--- src/rtl/ads_multi_rx.sv ---
// ads_multi_rx: multi-lane ADS1675-style serial receiver; NCH DOUT lanes share one SCLK/DRDY
// pair, oversampled in clk, with completed frames presented on a valid/ready stream.
module ads_multi_rx #(
  parameter int DW          = 24,
  parameter int NCH         = 4,
  parameter int SYNC_STAGES = 2,
  parameter bit SAMPLE_FALL = 1'b1,
  parameter bit DRDY_ACT_HI = 1'b1
) (
  input  logic              clk,
  input  logic              rst,
  input  logic              en,
  input  logic              sclk,
  input  logic              drdy,
  input  logic [NCH-1:0]    dout,
  output logic [NCH*DW-1:0] m_data,
  output logic              m_valid,
  input  logic              m_ready,
  output logic [15:0]       frame_cnt,
  output logic              overrun,
  output logic              frame_err,
  input  logic              clr_status
);
  localparam int CW = $clog2(DW + 1);
  localparam logic [CW-1:0] LAST = CW'(DW - 1);
  typedef enum logic [1:0] {S_IDLE, S_SHIFT, S_DONE} state_t;
  state_t r_state, w_next;
  logic [SYNC_STAGES-1:0]          r_sclk_s, r_drdy_s;
  logic [SYNC_STAGES-1:0][NCH-1:0] r_dout_s;
  logic                            r_sclk_d, r_drdy_d;
  logic [CW-1:0]                   r_cnt;
  logic [NCH-1:0][DW-1:0]          r_shift;
  logic [NCH*DW-1:0]               r_data;
  logic                            r_valid, r_ovr, r_ferr;
  logic [15:0]                     r_fcnt;
  logic                            w_sclk, w_drdy, w_sample, w_start;
  logic                            w_restart, w_shift_en, w_load, w_drop;
  logic [NCH-1:0]                  w_dout;
  assign w_sclk   = r_sclk_s[SYNC_STAGES-1];
  assign w_drdy   = r_drdy_s[SYNC_STAGES-1];
  assign w_dout   = r_dout_s[SYNC_STAGES-1];
  assign w_sample = SAMPLE_FALL ? (r_sclk_d & ~w_sclk) : (~r_sclk_d & w_sclk);
  assign w_start  = DRDY_ACT_HI ? (~r_drdy_d & w_drdy) : (r_drdy_d & ~w_drdy);
  // a start edge beats a coincident sample edge, so that sample is simply dropped
  assign w_restart  = en && w_start && r_state != S_DONE;
  assign w_shift_en = en && !w_start && w_sample && r_state == S_SHIFT;
  assign w_load     = r_state == S_DONE && (!r_valid || m_ready);
  assign w_drop     = r_state == S_DONE && r_valid && !m_ready;
  always_comb begin
    w_next = r_state;
    w_next = !en ? S_IDLE : w_restart ? S_SHIFT : r_state == S_DONE ? S_IDLE :
             (w_shift_en && r_cnt == LAST) ? S_DONE : r_state;
  end
  always_ff @(posedge clk) begin
    if (rst) r_state <= S_IDLE;
    else     r_state <= w_next;
  end
  always_ff @(posedge clk) begin
    if (rst) begin
      r_sclk_s <= '0;
      r_drdy_s <= '0;
      r_dout_s <= '0;
      r_sclk_d <= 1'b0;
      r_drdy_d <= 1'b0;
      r_cnt    <= '0;
      r_shift  <= '0;
      r_data   <= '0;
      r_valid  <= 1'b0;
      r_fcnt   <= '0;
      r_ovr    <= 1'b0;
      r_ferr   <= 1'b0;
    end else begin
      r_sclk_s <= {r_sclk_s[SYNC_STAGES-2:0], sclk};
      r_drdy_s <= {r_drdy_s[SYNC_STAGES-2:0], drdy};
      r_dout_s <= {r_dout_s[SYNC_STAGES-2:0], dout};
      r_sclk_d <= w_sclk;
      r_drdy_d <= w_drdy;
      if (w_restart || !en) begin
        r_cnt   <= '0;
        r_shift <= '0;
      end else if (w_shift_en) begin
        r_cnt <= r_cnt + 1'b1;
        for (int k = 0; k < NCH; k++) r_shift[k] <= {r_shift[k][DW-2:0], w_dout[k]};
      end
      // a reload in the transfer cycle keeps m_valid high with no bubble
      if (w_load) begin
        r_data  <= r_shift;
        r_valid <= 1'b1;
        r_fcnt  <= r_fcnt + 16'd1;
      end else if (m_ready) begin
        r_valid <= 1'b0;
      end
      r_ovr  <= w_drop | (r_ovr & ~clr_status);
      r_ferr <= (w_restart && r_state == S_SHIFT) | (r_ferr & ~clr_status);
    end
  end
  assign m_data    = r_data;
  assign m_valid   = r_valid;
  assign frame_cnt = r_fcnt;
  assign overrun   = r_ovr;
  assign frame_err = r_ferr;
endmodule

--- config.mk ---
export PLATFORM = sky130hd
export DESIGN_NAME = ads_multi_rx
export DESIGN_NICKNAME = d
export VERILOG_FILES = /design/src/rtl/ads_multi_rx.sv
export SDC_FILE = /design/constraint.sdc
export NUM_CORES = 1
export LEC_CHECK = 0
export ABC_AREA = 0
export BUFFER_PORTS_ARGS = -buffer_cell sky130_fd_sc_hd__clkbuf_2
export CAP_MARGIN = 0
export CORE_MARGIN = 3
export CORE_UTILIZATION = 45
export DETAILED_ROUTE_END_ITERATION = 10
export PLACE_DENSITY = 0.64
export SYNTH_ARGS = -nofsm -noshare
export SYNTH_HDL_FRONTEND = slang
export SYNTH_SLANG_ARGS = --single-unit
--- constraint.sdc ---
create_clock -name clk -period 4.82 [get_ports clk]
set_clock_uncertainty 0.05 [all_clocks]
set_input_delay 0.964 -clock clk [delete_from_list [all_inputs] [get_ports clk]]
set_output_delay 0.964 -clock clk [all_outputs]
set_load 0.02 [all_outputs]
==> flow_metrics.py <==
metrics = {
    "outcome": {
        "status": "finished, final reports clean",
    },
    "logic_synthesis": {
        "yosysSeqAreaShare_pct": 57.6,
        "synth_top_flop_cell": "dfxtp_1",
        "synth_nets": 1013,
        "synth_async_sr_flop_share_pct": 0,
        "yosysMostFrequentCell": "nand2_1",
        "synth_top_cell_area_share_pct": 57.6,
        "synth_common_cells": "nand2_1 (396), dfxtp_1 (232), a21oi_1 (206), clkbuf_1 (50), nor2b_1 (16)",
        "synth_edf_count": 0,
        "syn-cell-area_um2": 8060,
        "synth.distinct_cells": 32,
        "ys_ff_latch": 232,
        "syn_area_per_cell_um2": 8.06,
        "yosysWarnings": 0,
        "synthTopCellsByArea": "dfxtp_1 (58%), nand2_1 (18%), a21oi_1 (13%)",
        "yosys.area.top_type": "dfxtp_1",
        "synth_cells": 1000,
    },
    "sta": {
        "drv_slew": 0,
        "fmax_mhz": 424,
        "hold_viol_final": 0,
        "maxSlewHeadroom_pct": 25.4,
        "rsz0062_at_grt": "no",
        "tns_ns": 0,
        "layout_min_cycle_time_ns": 2.36,
        "finalSetupViolations": 0,
        "fin_ws_ns": 2.46,
        "period_share_pct": 48.9,
        "hold_slack_ns": 0.385,
        "worst_slew_pin_slew_ns": 1.12,
    },
    "pwr": {
        "worst_ir_drop_vdd_v": 0.000260,
        "p_seq_share_pct": 49.6,
        "p_comb_share_pct": 1.2,
        "p_sw_uw": 753,
        "internal_power_uw": 3130,
        "leakage_uw": 0.00336,
        "p_per_area_nw_per_um2": 404,
        "power_switching_share_pct": 19.4,
        "p_clk_share_pct": 49.3,
    },
    "clock_tree": {
        "clock_sinks": 232,
        "tritoncts": "built",
        "clock_path_buffers": 3,
        "post-cts-setup-buffers": 0,
        "cts_resized": 0,
        "cts-buffers-inserted": 24,
        "h-tree-depth": 1,
        "postCtsHoldBufs": 0,
        "clk_pin_slew_ns": 0.06,
        "insertion_delay_ns": 0.49,
        "cts.root.buffer_cell": "clkbuf_16",
    },
    "critical_path": {
        "ff2ff_path_depth": 4,
        "path_cells": "clkbuf_2 > nand3b_1 > or3_4 > or3_1 > a21oi_1",
        "cp.arrival_ns": 2.71,
        "rrSetupSlack_ns": 2.62,
        "path_max_fanout": 100,
        "cp.depth": 5,
        "cp_slowest_cell": "or3_4",
        "crit_path_end_kind": "register",
        "required_ns": 5.17,
        "crit_type": "in -> reg",
        "max_stage_delay_ns": 0.81,
        "r2r-start": "r_state[1]",
        "r2r_end": "r_cnt[4]",
        "crit_path_start_kind": "input pin",
        "cp.buffers_inverters": 1,
        "critical_path.top_delay_family": "simple AND/OR/NAND/NOR gates",
    },
    "placement": {
        "dp_hpwl_mm": 9.90,
        "place_worst_setup_slack_ns": 1.93,
        "io_buffer_count": 125,
        "post_dp_cell_area_um2": 8770,
        "dp.cells": 1285,
        "place_congestion": 0.772,
    },
    "final_layout": {
        "design_area_um2": 9610,
        "stdcell_count": 1328,
        "layout-drive-gt1-share_pct": 15.6,
        "syn2layout_area_growth_pct": 19.2,
        "n_antenna_cell": 0,
        "final_nets": 1099,
    },
    "route": {
        "vias": 6558,
        "wl_per_cell_um": 13.0,
        "drt-vias-per-instance": 4.94,
        "first_pass_iters": 4,
        "routed_wl_mm": 17.3,
        "drtAntennaViolNets": 0,
        "drc": 0,
        "drt_iter0_markers": 401,
    },
    "worst_hold_path": {
        "hold_depth": 1,
        "worst_hold_path.endpoint": "r_sclk_s[1]",
        "hold_path.class": "reg -> reg",
        "hp-start": "r_sclk_s[0]",
    },
    "floorplan": {
        "fp.dieW_um": 140,
        "die_h_um": 140,
        "start_util_pct": 46.3,
        "pin_count": 126,
        "dieArea_um2": 19600,
        "rows": 48,
        "core_um2": 17400,
    },
    "global_routing": {
        "grt_pass1_wl_mm": 29.5,
        "antenna_found_initial": 0,
        "gr-total-overflow": 0,
        "grt_pass1_vias": 6011,
        "track_usage_pct": 17.4,
        "grt_max_degree": 102,
    },
    "run": {
        "maxCapViolCount": 0,
    },
}
-- worst max-delay path by stage --
stage	start	endpoint	slack, ns
2_1_floorplan	en	r_state[0]	2.53
3_3_place_gp	en	r_cnt[4]	1.97
3_5_place_dp	en	r_cnt[4]	1.93
4_1_cts	en	r_cnt[4]	2.44
5_1_grt	en	r_state[1]	2.25
6_report	en	r_cnt[4]	2.46
-- power groups by stage --
| stage | Clock [µW] | Combinational (µW) | Sequential (µW) |
|---|---|---|---|
| after floorplan | 0 | 32.6 | 1970 |
| after global placement | 0 | 46.7 | 1970 |
| after detailed placement | 0 | 46.3 | 1970 |
| after CTS | 1960 | 46.4 | 1920 |
| after global routing | 2050 | 50.9 | 1920 |
| final | 1910 | 45.5 | 1920 |
-- state kept, by name, summed over array words and instances (netlist names) --
name	count
frame_cnt	16
r_cnt	5
r_state	2
r_drdy_s	2
w_dout	4
frame_err	1
m_valid	1
r_sclk_s	2
m_data	96
overrun	1
r_drdy_d	1
r_dout_s	4
r_shift	96
r_sclk_d	1
-- cells by family (layout without fill, tap and decap cells) --
kind of cell	count (synthesis)	in the layout	share of synthesized area (%)
xor+xnor	10	10	1.09
compound gates	218	218	13.8
flops	232	232	57.6
fa+ha+maj	2	2	0.310
buf+inv	73	176	3.71
simple gates	465	465	23.4
-- routing by layer --
layer	up-vias	track usage (%)	routed length, µm
met5	-	0	0
met4	0	3.98	220
met3	19	2.47	680
met2	107	29.3	7890
met1	3006	23.8	8460
li1	3426	-	-
-- final cells by class --
cell class,count,area (µm²)
Multi-Input combinational cell,695,3150
Tap cell,225,282
Clock buffer,36,727
Fill cell,1677,7810
Inverter,5,18.8
Clock inverter,7,110
Sequential cell,232,4640
Timing Repair Buffer,128,676
-- worst register-to-register path: cells and delay by family, from the launching register on --
family | cells | cell delay (ns)
AO/OA/AOI/OAI | 1 | 0.14
AND/OR/NAND/NOR | 3 | 1.60
flip-flops | 1 | 0.33
-- cells in the final DEF (no fill, tap or decap), types with 3 or more instances in the layout --
cell         n
nand2b_1     4
nand3_1      6
bufinv_16    3
o31ai_1      3
clkinv_2     4
o21ai_0      5
dfxtp_1    232
nand4_1      4
nor4_1       4
clkbuf_8     6
or3_1        5
inv_1        5
nor3_1       3
clkbuf_2   124
xnor2_1      8
clkbuf_1     5
nor2_1      14
nand2_1    395
nor2b_1     16
or4_1        3
clkbuf_16   25
a21oi_1    206
-- per-stage QoR --
step,total power (µW),util (%)
2_1_floorplan,2000,-
3_3_place_gp,2010,50.4
3_5_place_dp,2010,50.4
4_1_cts,3930,55.2
5_1_grt,4020,55.2
6_report,3880,55.2
(Power assumes the default switching activity.)
